<file path="config.mk">
export PLATFORM = sky130hd
export DESIGN_NAME = syn_gpu_pxl_gw_flat
export DESIGN_NICKNAME = d
export VERILOG_FILES = /design/src/rtl/syn_gpu_pkg.sv /design/src/rtl/syn_gpu_pxl_gw_if.sv /design/src/rtl/syn_gpu_pxl_gw_fifo.sv /design/src/rtl/syn_gpu_pxl_gw.sv /design/src/flat_wrapper.sv
export SDC_FILE = /design/constraint.sdc
export NUM_CORES = 1
export LEC_CHECK = 0
export ABC_AREA = 0
export BUFFER_PORTS_ARGS = -buffer_cell sky130_fd_sc_hd__buf_2
export CORE_ASPECT_RATIO = 0.6
export CORE_MARGIN = 1.5
export CORE_UTILIZATION = 57
export CTS_CLUSTER_DIAMETER = 120
export DETAILED_ROUTE_END_ITERATION = 7
export PLACE_DENSITY = 0.79
export SYNTH_ARGS = -nofsm -noshare
export SYNTH_HDL_FRONTEND = slang
export SYNTH_SLANG_ARGS = --single-unit
</file>
<file path="constraint.sdc">
create_clock -name clk_ir -period 4.1 [get_ports clk_ir]
set_clock_uncertainty 0.2 [all_clocks]
set_input_delay 1.23 -clock clk_ir [delete_from_list [all_inputs] [get_ports clk_ir]]
set_output_delay 1.23 -clock clk_ir [all_outputs]
set_load 0.01 [all_outputs]
</file>
<file path="src/rtl/syn_gpu_pkg.sv">
// Shared types for the GPU pixel gateway: HSI pixel format, frame defaults
// and the request word carried through the ingress FIFO.
package syn_gpu_pkg;

    localparam int PXL_W  = 8;
    localparam int ADDR_W = 19;
    localparam int FRM_W  = 640;
    localparam int FRM_H  = 480;

    // Packed hue/saturation/intensity pixel.
    typedef struct packed {
        logic [2:0] hue;
        logic [2:0] sat;
        logic [1:0] inten;
    } pxl_hsi_t;

    // One queued SRAM transaction: direction, linear address, write pixel.
    typedef struct packed {
        logic                  we;
        logic [ADDR_W-1:0]     addr;
        pxl_hsi_t              pxl;
    } pxl_gw_req_t;

endpackage

</file>
<file path="src/rtl/syn_gpu_pxl_gw_if.sv">
// Pixel-request and SRAM-controller signals of the pixel gateway.
// slave = gateway view, master = requester/controller view.
interface syn_gpu_pxl_gw_if #(
    parameter int P_X_W    = 10,
    parameter int P_Y_W    = 9,
    parameter int P_PXL_W  = 8,
    parameter int P_ADDR_W = 19
) ();

    logic                pxl_wr_valid;
    logic                pxl_rd_valid;
    logic [P_X_W-1:0]    posx;
    logic [P_Y_W-1:0]    posy;
    logic [P_PXL_W-1:0]  pxl;
    logic                ready;
    logic [P_PXL_W-1:0]  rd_pxl;
    logic                rd_pxl_valid;

    logic                sram_req;
    logic                sram_we;
    logic [P_ADDR_W-1:0] sram_addr;
    logic [P_PXL_W-1:0]  sram_wdata;
    logic                sram_ack;
    logic [P_PXL_W-1:0]  sram_rdata;
    logic                sram_rdata_vld;

    modport slave (
        input  pxl_wr_valid, pxl_rd_valid, posx, posy, pxl,
        input  sram_ack, sram_rdata, sram_rdata_vld,
        output ready, rd_pxl, rd_pxl_valid,
        output sram_req, sram_we, sram_addr, sram_wdata
    );

    modport master (
        output pxl_wr_valid, pxl_rd_valid, posx, posy, pxl,
        output sram_ack, sram_rdata, sram_rdata_vld,
        input  ready, rd_pxl, rd_pxl_valid,
        input  sram_req, sram_we, sram_addr, sram_wdata
    );

endinterface

</file>
<file path="src/rtl/syn_gpu_pxl_gw_fifo.sv">
// Small synchronous first-word-fall-through FIFO of gateway requests.
// Head is read combinationally; the consumer registers it on pop.
module syn_gpu_pxl_gw_fifo
    import syn_gpu_pkg::*;
#(
    parameter int P_DEPTH = 4,
    localparam int PTR_W  = $clog2(P_DEPTH),
    localparam int CNT_W  = $clog2(P_DEPTH + 1)
) (
    input  logic             clk,
    input  logic             srst,
    input  logic             push,
    input  pxl_gw_req_t      din,
    input  logic             pop,
    output pxl_gw_req_t      dout,
    output logic             empty,
    output logic [CNT_W-1:0] count
);

    pxl_gw_req_t      mem [P_DEPTH];
    logic [PTR_W-1:0] wr_ptr_reg;
    logic [PTR_W-1:0] rd_ptr_reg;
    logic [CNT_W-1:0] count_reg;
    logic             push_ok;
    logic             pop_ok;

    // Guard both ends so a stray push on full / pop on empty cannot corrupt state.
    assign push_ok = push && (count_reg != CNT_W'(P_DEPTH));
    assign pop_ok  = pop && (count_reg != '0);

    assign dout  = mem[rd_ptr_reg];
    assign empty = (count_reg == '0);
    assign count = count_reg;

    // Storage array, written at the tail; no reset so it maps to RAM.
    always_ff @(posedge clk) begin
        if (push_ok) begin
            mem[wr_ptr_reg] <= din;
        end
    end

    // Pointers wrap naturally (power-of-two depth); count tracks occupancy.
    always_ff @(posedge clk) begin
        if (srst) begin
            wr_ptr_reg <= '0;
            rd_ptr_reg <= '0;
            count_reg  <= '0;
        end else begin
            if (push_ok) begin
                wr_ptr_reg <= wr_ptr_reg + 1'b1;
            end
            if (pop_ok) begin
                rd_ptr_reg <= rd_ptr_reg + 1'b1;
            end
            case ({push_ok, pop_ok})
                2'b10:   count_reg <= count_reg + 1'b1;
                2'b01:   count_reg <= count_reg - 1'b1;
                default: count_reg <= count_reg;
            endcase
        end
    end

endmodule

</file>
<file path="src/rtl/syn_gpu_pxl_gw.sv">
// Pixel gateway: bounds-checks pixel requests, converts (x,y) to a linear
// frame-buffer address, queues them and issues them in order to the SRAM
// controller one at a time, returning read data to the requester.
module syn_gpu_pxl_gw
    import syn_gpu_pkg::*;
#(
    parameter int P_X_W    = 10,
    parameter int P_Y_W    = 9,
    parameter int P_FRM_W  = FRM_W,
    parameter int P_FRM_H  = FRM_H,
    parameter int P_PXL_W  = PXL_W,
    parameter int P_ADDR_W = ADDR_W,
    parameter int P_FIFO_D = 4
) (
    input  logic               clk_ir,
    input  logic               rst_sync,
    syn_gpu_pxl_gw_if.slave    bus,
    output logic [15:0]        drop_cnt
);

    localparam logic [1:0] IDLE_S    = 2'd0;
    localparam logic [1:0] ISSUE_S   = 2'd1;
    localparam logic [1:0] RD_WAIT_S = 2'd2;

    localparam int              CNT_W     = $clog2(P_FIFO_D + 1);
    localparam logic [P_X_W-1:0] FRM_W_X  = P_X_W'(P_FRM_W);
    localparam logic [P_Y_W-1:0] FRM_H_Y  = P_Y_W'(P_FRM_H);

    logic [1:0]          state_reg;
    pxl_gw_req_t         out_req_reg;
    logic                sram_req_reg;
    logic [P_PXL_W-1:0]  rd_pxl_reg;
    logic                rd_pxl_valid_reg;
    logic [15:0]         drop_cnt_reg;

    logic [P_ADDR_W-1:0] addr_calc;
    logic                in_valid;
    logic                on_screen;
    logic                push;
    logic                drop;
    logic                pop;
    logic                ready;
    pxl_gw_req_t         req_in;
    pxl_gw_req_t         fifo_head;
    logic                fifo_empty;
    logic [CNT_W-1:0]    fifo_count;

    // Linear address: the 640-wide frame avoids a multiplier (640 = 512 + 128).
    generate
        if (P_FRM_W == 640) begin : g_addr_shift
            assign addr_calc = (P_ADDR_W'(bus.posy) << 9) + (P_ADDR_W'(bus.posy) << 7)
                             + P_ADDR_W'(bus.posx);
        end else begin : g_addr_mult
            assign addr_calc = P_ADDR_W'(bus.posy) * P_ADDR_W'(P_FRM_W) + P_ADDR_W'(bus.posx);
        end
    endgenerate

    // A write wins if both valids are raised together.
    assign in_valid  = bus.pxl_wr_valid | bus.pxl_rd_valid;
    assign on_screen = (bus.posx < FRM_W_X) && (bus.posy < FRM_H_Y);
    assign ready     = (fifo_count != CNT_W'(P_FIFO_D));
    assign push      = in_valid && ready && on_screen;
    assign drop      = in_valid && ready && !on_screen;
    assign pop       = (state_reg == IDLE_S) && !fifo_empty;

    // Assemble the queued request word at ingress.
    always_comb begin
        req_in      = '0;
        req_in.we   = bus.pxl_wr_valid;
        req_in.addr = ADDR_W'(addr_calc);
        req_in.pxl  = pxl_hsi_t'(PXL_W'(bus.pxl));
    end

    syn_gpu_pxl_gw_fifo #(
        .P_DEPTH (P_FIFO_D)
    ) u_fifo (
        .clk   (clk_ir),
        .srst  (rst_sync),
        .push  (push),
        .din   (req_in),
        .pop   (pop),
        .dout  (fifo_head),
        .empty (fifo_empty),
        .count (fifo_count)
    );

    // Transaction FSM: pop, hold request until ack, then wait for read data.
    always_ff @(posedge clk_ir) begin
        if (rst_sync) begin
            state_reg        <= IDLE_S;
            out_req_reg      <= '0;
            sram_req_reg     <= 1'b0;
            rd_pxl_reg       <= '0;
            rd_pxl_valid_reg <= 1'b0;
        end else begin
            rd_pxl_valid_reg <= 1'b0;
            case (state_reg)
                IDLE_S: begin
                    if (!fifo_empty) begin
                        out_req_reg <= fifo_head;
                        state_reg   <= ISSUE_S;
                    end
                end
                ISSUE_S: begin
                    if (!sram_req_reg) begin
                        sram_req_reg <= 1'b1;
                    end else if (bus.sram_ack) begin
                        sram_req_reg <= 1'b0;
                        state_reg    <= out_req_reg.we ? IDLE_S : RD_WAIT_S;
                    end
                end
                RD_WAIT_S: begin
                    if (bus.sram_rdata_vld) begin
                        rd_pxl_reg       <= bus.sram_rdata;
                        rd_pxl_valid_reg <= 1'b1;
                        state_reg        <= IDLE_S;
                    end
                end
                default: state_reg <= IDLE_S;
            endcase
        end
    end

    // Saturating count of off-screen requests.
    always_ff @(posedge clk_ir) begin
        if (rst_sync) begin
            drop_cnt_reg <= '0;
        end else if (drop && (drop_cnt_reg != 16'hFFFF)) begin
            drop_cnt_reg <= drop_cnt_reg + 16'd1;
        end
    end

    assign bus.ready        = ready;
    assign bus.rd_pxl       = rd_pxl_reg;
    assign bus.rd_pxl_valid = rd_pxl_valid_reg;
    assign bus.sram_req     = sram_req_reg;
    assign bus.sram_we      = out_req_reg.we;
    assign bus.sram_addr    = P_ADDR_W'(out_req_reg.addr);
    assign bus.sram_wdata   = P_PXL_W'(out_req_reg.pxl);
    assign drop_cnt         = drop_cnt_reg;

endmodule

</file>
<file path="src/flat_wrapper.sv">
// flat-port wrapper written by rule: the top's interface ports become plain ports
module syn_gpu_pxl_gw_flat import syn_gpu_pkg::*;
#(
    parameter int P_X_W    = 10,
    parameter int P_Y_W    = 9,
    parameter int P_FRM_W  = FRM_W,
    parameter int P_FRM_H  = FRM_H,
    parameter int P_PXL_W  = PXL_W,
    parameter int P_ADDR_W = ADDR_W,
    parameter int P_FIFO_D = 4
)
  (clk_ir, rst_sync, drop_cnt, bus_pxl_wr_valid, bus_pxl_rd_valid, bus_posx, bus_posy, bus_pxl, bus_sram_ack, bus_sram_rdata, bus_sram_rdata_vld, bus_ready, bus_rd_pxl, bus_rd_pxl_valid, bus_sram_req, bus_sram_we, bus_sram_addr, bus_sram_wdata);
  syn_gpu_pxl_gw_if #(.P_X_W(P_X_W), .P_Y_W(P_Y_W), .P_PXL_W(P_PXL_W), .P_ADDR_W(P_ADDR_W)) bus_i ();
  input  logic clk_ir;
  input  logic rst_sync;
  output logic [15:0] drop_cnt;
  input wire logic [$bits(bus_i.pxl_wr_valid)-1:0] bus_pxl_wr_valid;
  input wire logic [$bits(bus_i.pxl_rd_valid)-1:0] bus_pxl_rd_valid;
  input wire logic [$bits(bus_i.posx)-1:0] bus_posx;
  input wire logic [$bits(bus_i.posy)-1:0] bus_posy;
  input wire logic [$bits(bus_i.pxl)-1:0] bus_pxl;
  input wire logic [$bits(bus_i.sram_ack)-1:0] bus_sram_ack;
  input wire logic [$bits(bus_i.sram_rdata)-1:0] bus_sram_rdata;
  input wire logic [$bits(bus_i.sram_rdata_vld)-1:0] bus_sram_rdata_vld;
  output wire logic [$bits(bus_i.ready)-1:0] bus_ready;
  output wire logic [$bits(bus_i.rd_pxl)-1:0] bus_rd_pxl;
  output wire logic [$bits(bus_i.rd_pxl_valid)-1:0] bus_rd_pxl_valid;
  output wire logic [$bits(bus_i.sram_req)-1:0] bus_sram_req;
  output wire logic [$bits(bus_i.sram_we)-1:0] bus_sram_we;
  output wire logic [$bits(bus_i.sram_addr)-1:0] bus_sram_addr;
  output wire logic [$bits(bus_i.sram_wdata)-1:0] bus_sram_wdata;
  assign bus_i.pxl_wr_valid = bus_pxl_wr_valid;
  assign bus_i.pxl_rd_valid = bus_pxl_rd_valid;
  assign bus_i.posx = bus_posx;
  assign bus_i.posy = bus_posy;
  assign bus_i.pxl = bus_pxl;
  assign bus_i.sram_ack = bus_sram_ack;
  assign bus_i.sram_rdata = bus_sram_rdata;
  assign bus_i.sram_rdata_vld = bus_sram_rdata_vld;
  assign bus_ready = bus_i.ready;
  assign bus_rd_pxl = bus_i.rd_pxl;
  assign bus_rd_pxl_valid = bus_i.rd_pxl_valid;
  assign bus_sram_req = bus_i.sram_req;
  assign bus_sram_we = bus_i.sram_we;
  assign bus_sram_addr = bus_i.sram_addr;
  assign bus_sram_wdata = bus_i.sram_wdata;
  syn_gpu_pxl_gw #(.P_X_W(P_X_W), .P_Y_W(P_Y_W), .P_FRM_W(P_FRM_W), .P_FRM_H(P_FRM_H), .P_PXL_W(P_PXL_W), .P_ADDR_W(P_ADDR_W), .P_FIFO_D(P_FIFO_D)) u_core (.clk_ir(clk_ir), .rst_sync(rst_sync), .bus(bus_i), .drop_cnt(drop_cnt));
endmodule
</file>
==> qor.txt, run 1 <==
setup bufs post-CTS - 0
antenna cell count - 0
DPL Wire Length - 9910 um
CTS H-Tree Depth - 4
largest family of logic cells by synthesized area - multiplexers
max-cap viol count - 0
total track usage - 24.1%
CTS Buf Count - 17
via count - 4635
yosys warns - 0
WL per Instance - 18.9 um
drt via density - 5.79
Final period util - 87.5%
post-synthesis compound-gate area fraction - 6.06%
mux cell area share after synthesis - 10.4%
unrepaired setup endpoints after global routing - false
final setup violating endpoints - 0
TritonCTS clock tree - done
initial antenna violation count - 0
IO Pins - 96
Syn-to-layout area delta - 18.0%
die area - 13300 um2
largest net degree at the start of global routing - 43
ys async rst share - 0%
crit path launch type - input port
hold_sp - u_core.bus.sram_addr[2]
worst setup margin - 0.511 ns
post-synth net total - 586
net load switching power - 1.58 mW
setup tns final - 0 ns
Rows - 31
# fillers - 825
Clk pwr share - 30.4%
die span in x - 148 um
GR Overflow Total - 0
post-synthesis simple-gate area fraction - 9.84%
reg2reg setup slack - 1.18 ns
Switching Fraction - 30.1%
Port Buf Inserts - 95
fmax - 279 MHz
Worst-Margin Slew - 1.12 ns
global-route wire length before repair - 23900 um
P_int - 3.67 mW
Hold Path Depth - 2
P_leak - 3.30 nW
EDFF count, synth - 112
Hold Buf Count CTS - 0
share of layout cells above drive strength 1 - 28.1%
core area - 12200 um2
Synth Instances - 519
Synth Area in XOR/XNOR - 2.32%
critical path data required time - 4.02 ns
synth top area cells - edfxtp_1 47%, dfxtp_1 18%, mux4_2 8.8%, ha_1 4.0%, nand2_1 3.4%
maximum VDD drop - 0.000401 V
vias in the first global route - 4659
Final Hold Fails - 0
initial core utilization - 59.0%
Slew Limit Fails - 0
WP data arrival - 3.50 ns
share of the synthesized area in the top cell type - 46.8%
Post-synth top flop - edfxtp_1
maximum root-to-sink buffer count - 2
first drt pass iteration count - 5
post_cts resized - 0
pre-CTS WS - 0.210 ns
crit end category - flop
Max-Slew Margin vs Limit - 25.4%
Synth Area per Inst - 13.8 um2
adder-cell share of the synthesized area - 4.84%
Clock Latency Late Sink - 0.41 ns
kind of critical path - in -> reg
cell area after synthesis - 7190 um2
Final ANT Viol Nets - 0
worst r2r src - u_core.u_fifo.count[2]
Flop pwr share - 45.2%
max reg flops - 112
post-synthesis cell type count - 53
GP Congestion - 0.840
Seq/Total Area, Yosys - 64.4%
DRT iter0 DRCs - 455
pwr/cell area - 619 nW/um2
Critical Path Start - bus_posy[0]
Pwr Total - 5.25 mW
Clock transition at path regs - 0.06 ns
Yosys top cell by area - edfxtp_1
Sink Count - 175
Root Driver - clkbuf_16
status - completed
Die Y-Extent - 90.0 um
Nets - 690
DRC Markers - 0
HP Class - reg -> reg
combinational power share - 24.4%
min cycle time layout - 3.59 ns
Synth Register Bits - 175
peak fanout along the critical path - 4
Worst Reg-to-Reg Cells - 10
Routed WL - 15100 um
## stage by stage
| step | util (%) | std cells | area (um2) | hold WS (ns) |
|---|---|---|---|---|
| 2_1_floorplan | - | 519 | 7190 | 0.259 |
| 3_3_place_gp | 64.6 | 769 | 7870 | 0.239 |
| 3_5_place_dp | 64.6 | 769 | 7870 | 0.245 |
| 4_1_cts | 69.6 | 801 | 8480 | 0.254 |
| 5_1_grt | 69.6 | 801 | 8480 | 0.276 |
| 6_report | 69.6 | 801 | 8480 | 0.249 |
## cell families after synthesis
group / Yosys count
compound gates: 72
xor+xnor: 19
fa+ha+maj: 26
buf+inv: 40
flops: 175
mux: 39
simple gates: 148
## synthesized netlist by cell type, types with 3 or more instances
| cell type | number |
|---|---|
| o21ai_0 | 8 |
| clkbuf_1 | 17 |
| buf_1 | 4 |
| a211oi_1 | 3 |
| nand2_1 | 66 |
| xnor2_1 | 13 |
| mux4_2 | 28 |
| edfxtp_1 | 112 |
| nand4_1 | 5 |
| nand3_1 | 8 |
| mux2i_1 | 8 |
| and3_1 | 5 |
| ha_1 | 23 |
| nor2_1 | 33 |
| fa_1 | 3 |
| a31oi_1 | 3 |
| inv_1 | 16 |
| a21oi_1 | 41 |
| nor3_1 | 7 |
| xor2_1 | 6 |
| dfxtp_1 | 63 |
| nor2b_1 | 4 |
| and2_1 | 5 |
## worst max-delay path: stages
cell,delay [ns]
buf_2,0.09
inv_1,0.05
fa_1,0.54
inv_1,0.08
fa_1,0.48
a211oi_1,0.27
o21bai_1,0.15
o221ai_1,0.16
nor2b_1,0.24
o21ai_0,0.21
## placed cells by master, fill, tap and decap left out, drive strengths merged, types with 5 or more instances in the layout
| cell | n |
|---|---|
| and2 | 5 |
| clkbuf | 24 |
| ha | 23 |
| inv | 23 |
| and3 | 5 |
| a21oi | 41 |
| dfxtp | 63 |
| nand4 | 7 |
| xor2 | 6 |
| buf | 109 |
| o21ai | 8 |
| nand3 | 8 |
| nor3 | 7 |
| nand2 | 66 |
| xnor2 | 13 |
| nor2 | 34 |
| edfxtp | 112 |
| mux4 | 28 |
| mux2i | 8 |
## final cells by class
cell class	instances	area (um2)	area share, %
inverter	16	60.1	0.708
sequential	175	4630	54.6
tap	165	206	2.43
clock buffer	24	546	6.43
clock inverter	8	60.1	0.708
timing repair buffer	109	581	6.85
multi-input combinational	304	2400	28.3
## power by group through the flow
stage,clock (mW),sequential [mW],combinational [mW]
floorplan,0,2.35,0.878
global placement,0,2.39,1.22
detailed placement,0,2.41,1.28
CTS,1.63,2.38,1.29
global route,1.70,2.41,1.41
finish,1.60,2.37,1.28
## layer usage
metal	up-vias	track usage [%]	routed length, um
met2	162	37.7	7350
met1	2314	33.2	6630
li1	2141	-	-
met5	-	0	0
met3	18	6.24	929
met4	0	7.84	201
## worst paths after layout
kind                                                  to
worst max-delay path            u_core.u_fifo.mem[0][26]
worst min-delay path             u_core.bus.sram_addr[2]
worst max register to register    u_core.u_fifo.count[2]
worst min register to register   u_core.bus.sram_addr[2]
Note: power is estimated with default switching activity, not from simulation.
==> inputs of run 2 (changes only) <==
--- a/config.mk
+++ b/config.mk
@@ -9,10 +9,12 @@
 export BUFFER_PORTS_ARGS = -buffer_cell sky130_fd_sc_hd__buf_2
 export CORE_ASPECT_RATIO = 0.6
 export CORE_MARGIN = 1.5
-export CORE_UTILIZATION = 57
+export CORE_UTILIZATION = 62
 export CTS_CLUSTER_DIAMETER = 120
 export DETAILED_ROUTE_END_ITERATION = 7
-export PLACE_DENSITY = 0.79
+export PLACE_DENSITY = 0.85
 export SYNTH_ARGS = -nofsm -noshare
 export SYNTH_HDL_FRONTEND = slang
+export SYNTH_HIERARCHICAL = 1
 export SYNTH_SLANG_ARGS = --single-unit
+export TNS_END_PERCENT = 100
==> constraint.sdc (replaced) <==
create_clock -name clk_ir -period 4.57 [get_ports clk_ir]
set_clock_uncertainty 0.2 [all_clocks]
set_input_delay 1.371 -clock clk_ir [delete_from_list [all_inputs] [get_ports clk_ir]]
set_output_delay 1.371 -clock clk_ir [all_outputs]
set_load 0.01 [all_outputs]
==> qor.txt, run 2 <==
WHS Endpoint - u_core/bus.sram_addr[1]
Final ANT Viol Nets - 0
WL per Instance - 18.4 um
met1 Track Usage GR - 33.8%
GP Congestion - 0.795
most common cell in the netlist - edfxtp_1
Synth Register Bits - 177
Root Driver - clkbuf_16
IO Pins - 96
DPL Wire Length - 9600 um
ys async rst share - 0%
Max-Slew Margin vs Limit - 34.7%
cell area after synthesis - 7350 um2
Slew Limit Fails - 0
crit-path max cell delay - 0.53 ns
Worst Reg-to-Reg Cells - 12
HP Class - reg -> reg
largest net degree at the start of global routing - 46
DRT iter0 DRCs - 276
min cycle time layout - 3.63 ns
pwr/cell area - 563 nW/um2
DRC Markers - 0
core area - 11400 um2
Yosys top cell by area - edfxtp_1
GR Overflow Total - 0
Rows - 30
synth top area cells - edfxtp_1 46%, dfxtp_1 18%, mux4_2 6.1%, ha_1 3.9%, nand2_1 3.4%
Die Y-Extent - 87.3 um
kind of critical path - in -> reg
via count - 4704
first drt pass iteration count - 6
critical path data required time - 4.71 ns
fmax - 275 MHz
reg2reg setup slack - 1.41 ns
final setup violating endpoints - 0
Clock Latency Late Sink - 0.42 ns
Worst-Margin Slew - 0.980 ns
most frequent cells in the layout - 112 x edfxtp_1, 95 x buf_2, 67 x nand2_1
Hold Path Depth - 2
Final Util - 75.3%
hold_sp - u_core/bus.sram_addr[1]
Critical Path Start - bus_posx[8]
yosys warns - 6
maximum root-to-sink buffer count - 2
share of layout cells above drive strength 1 - 26.0%
initial core utilization - 64.4%
Synth Area per Inst - 13.9 um2
maximum VDD drop - 0.000318 V
Nets - 701
setup bufs post-CTS - 0
crit-path cells - buf_2, o21ai_1, nand2_1, nor3_1, inv_1, a31oi_4, inv_1, ha_1, inv_1, fa_1, xor2_1, or3_1, a21oi_1
crit path launch type - input port
die area - 12500 um2
max reg flops - 112
worst r2r src - u_core/u_fifo/count[2]
WP data arrival - 3.77 ns
status - completed
global-route wire length before repair - 23100 um
GRT Max-Usage Layer - met2
top cells by count, synth - 112 x edfxtp_1, 67 x nand2_1, 65 x dfxtp_1
Post-synth top flop - edfxtp_1
vias in the first global route - 4658
Placed Area - 8000 um2
Sink Count - 177
crit end category - flop
Final Hold Fails - 0
slowest CP cell - o21ai_1
peak fanout along the critical path - 7
CP dominant cell by count - inv_1
Port Buf Inserts - 95
unrepaired setup endpoints after global routing - false
Routed WL - 14800 um
Synth Instances - 530
commonest non-fill, non-tap cell in the layout - edfxtp_1
initial antenna violation count - 0
Finished Cell Area - 8600 um2
EDFF count, synth - 112
met3 Track Usage GR - 6.49%
post-synthesis cell type count - 56
max-cap viol count - 0
Hold Buf Count CTS - 0
share of the synthesized area in the top cell type - 45.8%
post_cts resized - 0
Seq/Total Area, Yosys - 63.5%
CTS H-Tree Depth - 4
drt via density - 5.83
# fillers - 677
total track usage - 24.9%
antenna cell count - 0
P_leak - 3.31 nW
post-synth net total - 597
worst r2r dst - u_core/u_fifo/count[2]
CTS Buf Count - 17
setup tns final - 0 ns
Syn-to-layout area delta - 17.0%
TritonCTS clock tree - done
Fin Hold WS - 0.251 ns
Clock transition at path regs - 0.06 ns
die span in x - 144 um
Final period util - 79.5%
met2 usage - 39.2%
[run 2: per-stage QoR]
step | setup slack (ns) | total power [mW] | std cells
3_5_place_dp | 0.568 | 3.40 | 775
3_3_place_gp | 0.701 | 3.34 | 775
5_1_grt | 0.773 | 5.06 | 807
2_1_floorplan | 0.899 | 3.02 | 530
4_1_cts | 0.949 | 4.87 | 807
6_report | 0.935 | 4.84 | 807
[run 2: final cells by class]
cell class | count | area (um2) | area share [%]
flip-flops and latches | 177 | 4670 | 54.3
repair buffers | 105 | 576 | 6.70
multi-input cells | 309 | 2470 | 28.7
clock buffers | 21 | 482 | 5.60
inverters | 24 | 90.1 | 1.05
clock inverters | 11 | 111 | 1.30
well taps | 160 | 200 | 2.33
[run 2: logic make-up after synthesis]
| logic type | Yosys count | synth area share, % |
|---|---|---|
| AOI/OAI and AO/OA | 81 | 7.07 |
| xor gates and xnor gates | 14 | 1.67 |
| adders and majority gates | 26 | 4.74 |
| buffers and inverters | 44 | 2.86 |
| DFF | 177 | 63.5 |
| muxes | 41 | 10.8 |
| and+or+nand+nor | 147 | 9.39 |
[run 2: how the worst max path moves through the flow]
stage,depth (start not counted),to
2_1_floorplan,9,u_core/u_fifo/mem[0][25]
3_3_place_gp,10,u_core/u_fifo/mem[0][25]
3_5_place_dp,13,u_core/u_fifo/count[2]
4_1_cts,13,u_core/u_fifo/count[2]
5_1_grt,13,u_core/u_fifo/count[2]
6_report,13,u_core/u_fifo/count[2]
[run 2: metal layers]
| metal | vias up | wire length (um) |
|---|---|---|
| met3 | 20 | 1090 |
| li1 | 2176 | - |
| met5 | - | 0 |
| met2 | 191 | 7090 |
| met1 | 2317 | 6440 |
| met4 | 0 | 217 |
[run 2: power breakdown]
group	internal [mW]	switching, mW	leakage [nW]
sequential	2.01	0.199	1.55
clock	0.826	0.616	0.292
combinational	0.509	0.679	1.46
total	3.34	1.49	3.31
[run 2: worst max-delay path: cells and delay by family]
kind,cells,cell delay [ns]
AO/OA/AOI/OAI,3,0.93
AND/OR/NAND/NOR,3,0.61
adder cells (fa/ha/maj),2,0.41
buffers and inverters,4,0.35
XOR/XNOR,1,0.09
